<file path="config.mk">
export PLATFORM = sky130hd
export DESIGN_NAME = fifo_multi_lane
export DESIGN_NICKNAME = d
export VERILOG_FILES = /design/src/rtl/fifo_pkg.sv /design/src/rtl/prefix_count.sv /design/src/rtl/fifo_multi_lane.sv
export SDC_FILE = /design/constraint.sdc
export NUM_CORES = 1
export LEC_CHECK = 0
export BUFFER_PORTS_ARGS = -buffer_cell sky130_fd_sc_hd__buf_2
export CORE_MARGIN = 5
export CORE_UTILIZATION = 61
export DETAILED_ROUTE_END_ITERATION = 10
export GPL_ROUTABILITY_DRIVEN = 1
export GPL_TIMING_DRIVEN = 0
export PLACE_DENSITY = 0.94
export SYNTH_ARGS = -nofsm -noshare
export SYNTH_HDL_FRONTEND = slang
export SYNTH_SLANG_ARGS = --single-unit
</file>
<file path="constraint.sdc">
create_clock -name clk_i -period 4.2 [get_ports clk_i]
set_clock_uncertainty 0.2 [all_clocks]
set_input_delay 0.84 -clock clk_i [delete_from_list [all_inputs] [get_ports clk_i]]
set_output_delay 0.84 -clock clk_i [all_outputs]
set_load 0.02 [all_outputs]
</file>
<file path="src/rtl/fifo_pkg.sv">
// Shared helpers for the multi-lane FIFO: count sizing, leading-ones count
// and lane-index types.
package fifo_pkg;

  localparam int MaxLanes = 32;

  typedef logic [$clog2(MaxLanes)-1:0] lane_idx_t;

  // Occupancy counter width that can hold every value from 0 to depth.
  function automatic int count_width(input int depth);
    return $clog2(depth) + 1;
  endfunction

  // Length of the unbroken run of ones that starts at bit 0.
  // Only the lowest len bits are examined.
  function automatic int lead_ones_cnt(input logic [MaxLanes-1:0] vec, input int len);
    int  n;
    logic run;
    n   = 0;
    run = 1'b1;
    for (int i = 0; i < MaxLanes; i++) begin
      if (i < len && run) begin
        if (vec[i]) n++;
        else        run = 1'b0;
      end
    end
    return n;
  endfunction

endpackage

</file>
<file path="src/rtl/prefix_count.sv">
// Leading-ones counter: how many lanes, starting at lane 0, are accepted
// before the first lane that is not.
module prefix_count
  import fifo_pkg::*;
#(
  parameter int N    = 2,
  parameter int CntW = $clog2(N + 1)
) (
  input  logic [N-1:0]    vec,
  output logic [CntW-1:0] cnt
);

  if (N < 1 || N > MaxLanes) begin : g_bad_n
    $error("prefix_count: N must be in 1..%0d", MaxLanes);
  end

  // Zero-extend into the package helper's fixed width and truncate the result.
  always_comb begin
    cnt = CntW'(lead_ones_cnt(MaxLanes'(vec), N));
  end

endmodule

</file>
<file path="src/rtl/fifo_multi_lane.sv">
// Multi-lane first-word-fall-through FIFO: up to Lanes pushes and pops per
// cycle, strict ordering, synchronous flush, occupancy count and almost-full.
module fifo_multi_lane
  import fifo_pkg::*;
#(
  parameter int DepthLog2        = 3,
  parameter int Width            = 32,
  parameter int Lanes            = 2,
  parameter int AlmostFullThresh = 6
) (
  input  logic                   clk_i,
  input  logic                   rst_i,
  input  logic                   flush_i,
  input  logic [Lanes-1:0]       wr_valid_i,
  input  logic [Lanes*Width-1:0] wr_data_i,
  output logic [Lanes-1:0]       wr_ready_o,
  output logic [Lanes-1:0]       rd_valid_o,
  output logic [Lanes*Width-1:0] rd_data_o,
  input  logic [Lanes-1:0]       rd_ready_i,
  output logic [DepthLog2:0]     count_o,
  output logic                   almost_full_o
);

  localparam int Depth = 1 << DepthLog2;
  localparam int CntW  = count_width(Depth);
  localparam int PcW   = $clog2(Lanes + 1);

  if (DepthLog2 < 1) begin : g_bad_depth
    $error("fifo_multi_lane: DepthLog2 must be >= 1");
  end
  if (Lanes < 1 || Lanes > Depth) begin : g_bad_lanes
    $error("fifo_multi_lane: Lanes must be in 1..Depth");
  end
  if (AlmostFullThresh < 1 || AlmostFullThresh > Depth) begin : g_bad_thresh
    $error("fifo_multi_lane: AlmostFullThresh must be in 1..Depth");
  end
  if (CntW != DepthLog2 + 1) begin : g_bad_cntw
    $error("fifo_multi_lane: count width mismatch");
  end

  typedef logic [DepthLog2-1:0] ptr_t;

  ptr_t              rd_ptr_q;
  ptr_t              wr_ptr_q;
  logic [CntW-1:0]   count_q;
  logic [Width-1:0]  mem [Depth];

  logic [Lanes-1:0]  push_vec;
  logic [Lanes-1:0]  pop_vec;
  logic [PcW-1:0]    n_push;
  logic [PcW-1:0]    n_pop;

  // Handshake outputs depend only on the registered count, never on inputs.
  always_comb begin
    wr_ready_o = '0;
    rd_valid_o = '0;
    for (int k = 0; k < Lanes; k++) begin
      wr_ready_o[k] = (Depth - int'(count_q)) > k;
      rd_valid_o[k] = int'(count_q) > k;
    end
    almost_full_o = int'(count_q) >= AlmostFullThresh;
    count_o       = count_q;
  end

  // Fall-through read: lane k shows the entry k slots past the head, wrapping.
  always_comb begin
    rd_data_o = '0;
    for (int k = 0; k < Lanes; k++) begin
      rd_data_o[k*Width +: Width] = mem[rd_ptr_q + ptr_t'(k)];
    end
  end

  assign push_vec = wr_valid_i & wr_ready_o;
  assign pop_vec  = rd_valid_o & rd_ready_i;

  prefix_count #(.N(Lanes), .CntW(PcW)) u_push_cnt (
    .vec (push_vec),
    .cnt (n_push)
  );

  prefix_count #(.N(Lanes), .CntW(PcW)) u_pop_cnt (
    .vec (pop_vec),
    .cnt (n_pop)
  );

  // Pointer and occupancy update; flush wins over any push or pop that cycle.
  always_ff @(posedge clk_i or posedge rst_i) begin
    if (rst_i) begin
      rd_ptr_q <= '0;
      wr_ptr_q <= '0;
      count_q  <= '0;
    end else if (flush_i) begin
      rd_ptr_q <= '0;
      wr_ptr_q <= '0;
      count_q  <= '0;
    end else begin
      wr_ptr_q <= wr_ptr_q + ptr_t'(n_push);
      rd_ptr_q <= rd_ptr_q + ptr_t'(n_pop);
      count_q  <= count_q + CntW'(n_push) - CntW'(n_pop);
    end
  end

  // Storage writes for the accepted prefix of lanes; contents are not reset.
  always_ff @(posedge clk_i) begin
    if (!rst_i && !flush_i) begin
      for (int k = 0; k < Lanes; k++) begin
        if (k < int'(n_push)) begin
          mem[wr_ptr_q + ptr_t'(k)] <= wr_data_i[k*Width +: Width];
        end
      end
    end
  end

endmodule

</file>
Word level (Yosys, flattened, before mapping):

Memories as Yosys holds them, arrays and structs flattened.
Cells that the tools add are included.

* input bits: 71
* memories: 1
* output and inout bits: 73
* RAM bits: 256
* register bits after elaboration: 10

* $add $sub $neg: 9
* multiplexer cells: 17
* order comparisons: 7
* reduce and logical (&&, ||, !) cells: 3
* bitwise gates (word level): 2

Memory list
* mem: depth 8, width 32, rd ports 2, clocked after memory_dff 0, wr ports 2, RTL line fifo_multi_lane.sv:46 `logic [Width-1:0] mem [Depth];`

Operators by type and width (count)
* 1-bit 2-to-1 mux: 10
* 4-bit by 1-bit greater-than comparator with 1-bit output, second input constant: 2
* 2-bit 2-to-1 mux: 4
* 3-bit by 1-bit adder with 3-bit output, second input constant: 2
* 3-bit by 2-bit adder with 3-bit output: 2
* 3-bit 2-to-1 mux: 2
* 5-bit by 1-bit greater-than comparator with 1-bit output, second input constant: 1
* 5-bit by 2-bit greater-than comparator with 1-bit output, second input constant: 1
* 4-bit by 4-bit subtractor with 5-bit output, first input constant: 1
* 2-bit adder, second input constant: 2
* 4-bit by 2-bit adder with 4-bit output: 1
* 2-bit bitwise AND: 2
* 4-bit by 3-bit >= comparator with 1-bit output, second input constant: 1
* 1-bit by 2-bit less-than comparator with 1-bit output, first input constant: 2
* 4-bit 2-to-1 mux: 1
* 4-bit by 2-bit subtractor with 4-bit output: 1
* 1-bit logical NOT: 2
* 1-bit logical AND: 1

Logic depth before layout (Yosys ltp):

* depth after elaboration: 11
* mapped depth: 14
* depth with buffers taken out: 14

Hierarchy:

From an unflattened synthesis, not the netlist that was laid out.

* cells, all modules: 870
* area total of the unflattened synthesis: 15647.5 um^2

By module, submodules not included
* fifo_multi_lane: cells each 866, area an instance 15615.0 um^2, times used 1, seq. area each 7937.6 um^2
* prefix_count: cells each 2, area an instance 16.3 um^2, times used 2, seq. area each 0.0 um^2

Least setup slack after synthesis:

OpenSTA, ideal clock, no wires.

* path type: flip-flop to flip-flop
* from: reg count_q[1], in the netlist count_o[1]
* to: mem mem[4][0] (enable)
* required time: 3568 ps
* clock period less this slack: 4254 ps
* buffers on the path: 0
* slack: -54 ps
* arrival: 3622 ps
* cell stages (with the launch flop): 8
* cell sequence: dfrtp_1 inv_1 ha_1 nor3b_1 a21o_1 a31oi_1 nand2_1 a21oi_1

RTL lines
* start: declaration: RTL line fifo_multi_lane.sv:45 `logic [CntW-1:0] count_q;`
* start signal: assignment: RTL line fifo_multi_lane.sv:99 `count_q <= count_q + CntW'(n_push) - CntW'(n_pop);`
* end: declaration: RTL line fifo_multi_lane.sv:46

Final worst setup path:

* from: reg rd_ptr_q[1]
* to: out rd_data_o[10]

* word-level cells in the longest chain between the ends: 1

Ends and longest elaborated chain
* start: declaration: RTL line fifo_multi_lane.sv:43 `ptr_t rd_ptr_q;`
* start signal: assignment: RTL line fifo_multi_lane.sv:98 `rd_ptr_q <= rd_ptr_q + ptr_t'(n_pop);`
* memory read 8 x 32 bit
* end: declaration: RTL line fifo_multi_lane.sv:18 `output logic [Lanes*Width-1:0] rd_data_o,`

No other way between the ends.

==> results.tsv <==
metric	value	unit
Seq cells post-synth	266	
IR drop worst, VDD	385	uV
combined area of all synthesized cells	15900	um^2
area grow syn2layout	14.9	%
final-layout setup total negative slack	0	ns
headroom to the max-slew limit	31.3	%
highest clock frequency the design can meet	0.242	GHz
capture point of the worst reg-to-reg path	mem[7][2]	
library cell occupying the most area in the post-synthesis netlist	edfxtp_1	
master cell of the clock root buffer	clkbuf_16	
Leakage Power	0.00640	uW
width of the die	171	um
number of vias per cell	7.16	
Slowest-stage cell, CP	clkbuf_1	
clock insertion delay at the later pin of the skew report	0.54	ns
IO Count	144	
Pre-Repair DR Iteration Count	6	
async set-reset flop share out of synthesis	3.76	%
Port Buf Inserts	143	
required time reported for the critical path endpoint	3.16	ns
Total Routing Usage GR	30.5	%
last weighted congestion value of the routability-driven placer	0.829	
Critical path origin	rd_ptr_q[1]	
largest cells by area after synthesis	edfxtp_1, mux4_2, mux2_2	
critical path fanouts, max	10	
share of the synthesized area in the top cell type	48.4	%
Net count, final	1172	
length in cells of the worst reg-to-reg path	8	
post-synthesis cell type count	39	
Worst Hold Class	input port to async pin	
Die ar.	29300	um^2
Net Count, Synth	990	
Post-Place Worst Slack	0.0112	ns
clock sink count	266	
kind of end point of the critical path	output pin	
CTS HTree Levels	1	
period utilisation layout	98.4	%
final count of pins violating max slew	0	
data arrival time of the critical path	3.09	ns
largest net degree at the start of global routing	21	
total wire length after detailed routing	44.8	mm
sequential cell area fraction in the yosys report	50.0	%
number of enable flip-flop cells after synthesis	256	
DIE HEIGHT	171	um
number of DRC violations after detailed-routing iteration 0	1424	
final setup vio count	0	
clock tree from TritonCTS	yes	
antenna-violating nets left	0	
buffer levels on the longest clock path	3	
clock buffer count from CTS	28	
Final Worst Setup Slack	0.0657	ns
via count of the first global-routing pass	10700	
result of the run	complete, no violations	
initial standard-cell utilization of the core	61.4	%
type of origin of the critical path	flop	
Hold Fails Final Rpt	0	
first-pass GRT wire length	66.6	mm
r2r setup slk	0.44	ns
clock period minus final worst setup slack	4.13	ns
Filler Cells Inserted	1509	
transition at the pin with the smallest max-transition slack	1.03	ns
leftover overflow at the end of global routing	0	
power density over the cells	576	nW/um^2
fraction of final layout cells with drive strength greater than 1	60.8	%
Critical Path End	rd_data_o[10]	
number of max-cap violations	0	
drc violations	0	
cell with the most instances after synthesis	edfxtp_1	
leading cell types by count after synthesis	edfxtp_1, mux2_2, mux4_2	
antenna violations before repair	8	
number of rows in the core area	59	
number of synthesis warnings	0	
Core Region	25800	um^2
cell mode on critical path	clkbuf_1	
clock-pin slew of the registers on the worst-case setup and hold paths	0.06	ns
syn_area_per_cell	17.7	um^2
peak per-stage delay on the critical path	0.68	ns
Crit Reg-Reg Startpoint	count_o[1]	
Post-synth top flop	edfxtp_1	
Critical Path, Cell by Cell	clkbuf_1 > clkbuf_1 > mux4_2 > mux2_2 > buf_2	
placed wire-length estimate after detailed placement	28.0	mm
Post-Syn Instances	899	
kind of critical path	flop to output pin	
via count	10300	
wire length per cell after detailed routing	31.0	um
## cell usage in the layout, fill, tap and decap left out, drive strengths merged, types with 3 or more instances in the layout
| cell | instances |
|---|---|
| mux4 | 128 |
| xor2 | 3 |
| ha | 16 |
| nor2b | 7 |
| edfxtp | 256 |
| nand3 | 6 |
| nand4 | 9 |
| nand2 | 10 |
| or3 | 4 |
| a21oi | 10 |
| mux2 | 320 |
| dfrtp | 10 |
| buf | 194 |
| clkbuf | 64 |
| nor4 | 5 |
| xnor2 | 4 |
| diode | 5 |
| inv | 12 |
| clkinv | 9 |
| nor2 | 10 |
| fa | 4 |
## worst min-delay path by stage
| stage | slack (ns) | cells past startpoint | start | to |
|---|---|---|---|---|
| 2_1_floorplan | 0.43 | 2 | wr_ptr_q[0] | wr_ptr_q[0] |
| 3_3_place_gp | 0.47 | 2 | wr_ptr_q[0] | wr_ptr_q[0] |
| 6_report | 0.09 | 2 | rst_i | wr_ptr_q[2] |
| 3_5_place_dp | 0.48 | 2 | wr_ptr_q[0] | wr_ptr_q[0] |
| 4_1_cts | 0.09 | 2 | rst_i | wr_ptr_q[2] |
| 5_1_grt | 0.12 | 2 | rst_i | wr_ptr_q[2] |
## state kept, by name, indices dropped and copies added (netlist names)
signal and flops:
wr_ptr_q 3, rd_ptr_q 3, count_o 4, mem 256
## power breakdown
group / internal [uW] / total (uW) / switching [uW] / leakage (uW)
clock: 1310 / 2350 / 1040 / 0.000419
combinational: 2270 / 4990 / 2720 / 0.00354
sequential: 3060 / 3160 / 99.1 / 0.00244
## stage by stage
stage          utilization (%)  hold WS (ns)  power [uW]  area [um^2]  instances
6_report                  70.6        0.0866       10500        18200       1442
5_1_grt                   70.6         0.124       10900        18200       1440
4_1_cts                   70.5        0.0932       10500        18200       1437
3_5_place_dp              67.1         0.481        8100        17300       1386
3_3_place_gp              65.8         0.473        7930        17000       1377
2_1_floorplan                -         0.426        6670        15900        899
## repair_timing
action | 4_1_cts | 5_1_grt
endpoints found under the setup margin | 35 | 33
resized for setup | 33 | 15
setup buffers | 0 | 0
cloned | 0 | 0
hold buffers | 0 | 0
## per-layer routing
layer	track usage [%]	part of all wire, %	up-vias
met4	12.5	4.2	8
met2	51.2	50	771
met5	0	0.087	-
met1	39.2	35	5279
li1	-	-	4095
met3	6.44	11	166
## kinds of logic (layout without fill, tap and decap cells)
family,Yosys count,after routing,synth area share [%]
mux,449,449,42.3
flops,266,266,50.0
buf+inv,78,281,2.47
simple gates,60,60,2.27
fa+ha+maj,20,20,1.77
compound gates,19,19,0.709
xor+xnor,7,7,0.434
other cells,0,5,0
## cell type report
| cell class | count | area (um^2) | share of cell area, % |
|---|---|---|---|
| clock buffer | 40 | 797 | 4.37 |
| tap | 335 | 419 | 2.30 |
| multi-input combinational | 555 | 7630 | 41.8 |
| inverter | 12 | 45.0 | 0.247 |
| antenna | 5 | 12.5 | 0.0686 |
| clock inverter | 11 | 57.6 | 0.315 |
| timing repair buffer | 152 | 956 | 5.24 |
| sequential | 266 | 7940 | 43.5 |
| buffer | 66 | 385 | 2.11 |
## worst max-delay path: cells and delay by family, from the launching register on
family	cells	cell delay, ns
buffers and inverters	3	1.37
multiplexers	2	0.72
flip-flops	1	0.45
(Power assumes the default switching activity.)
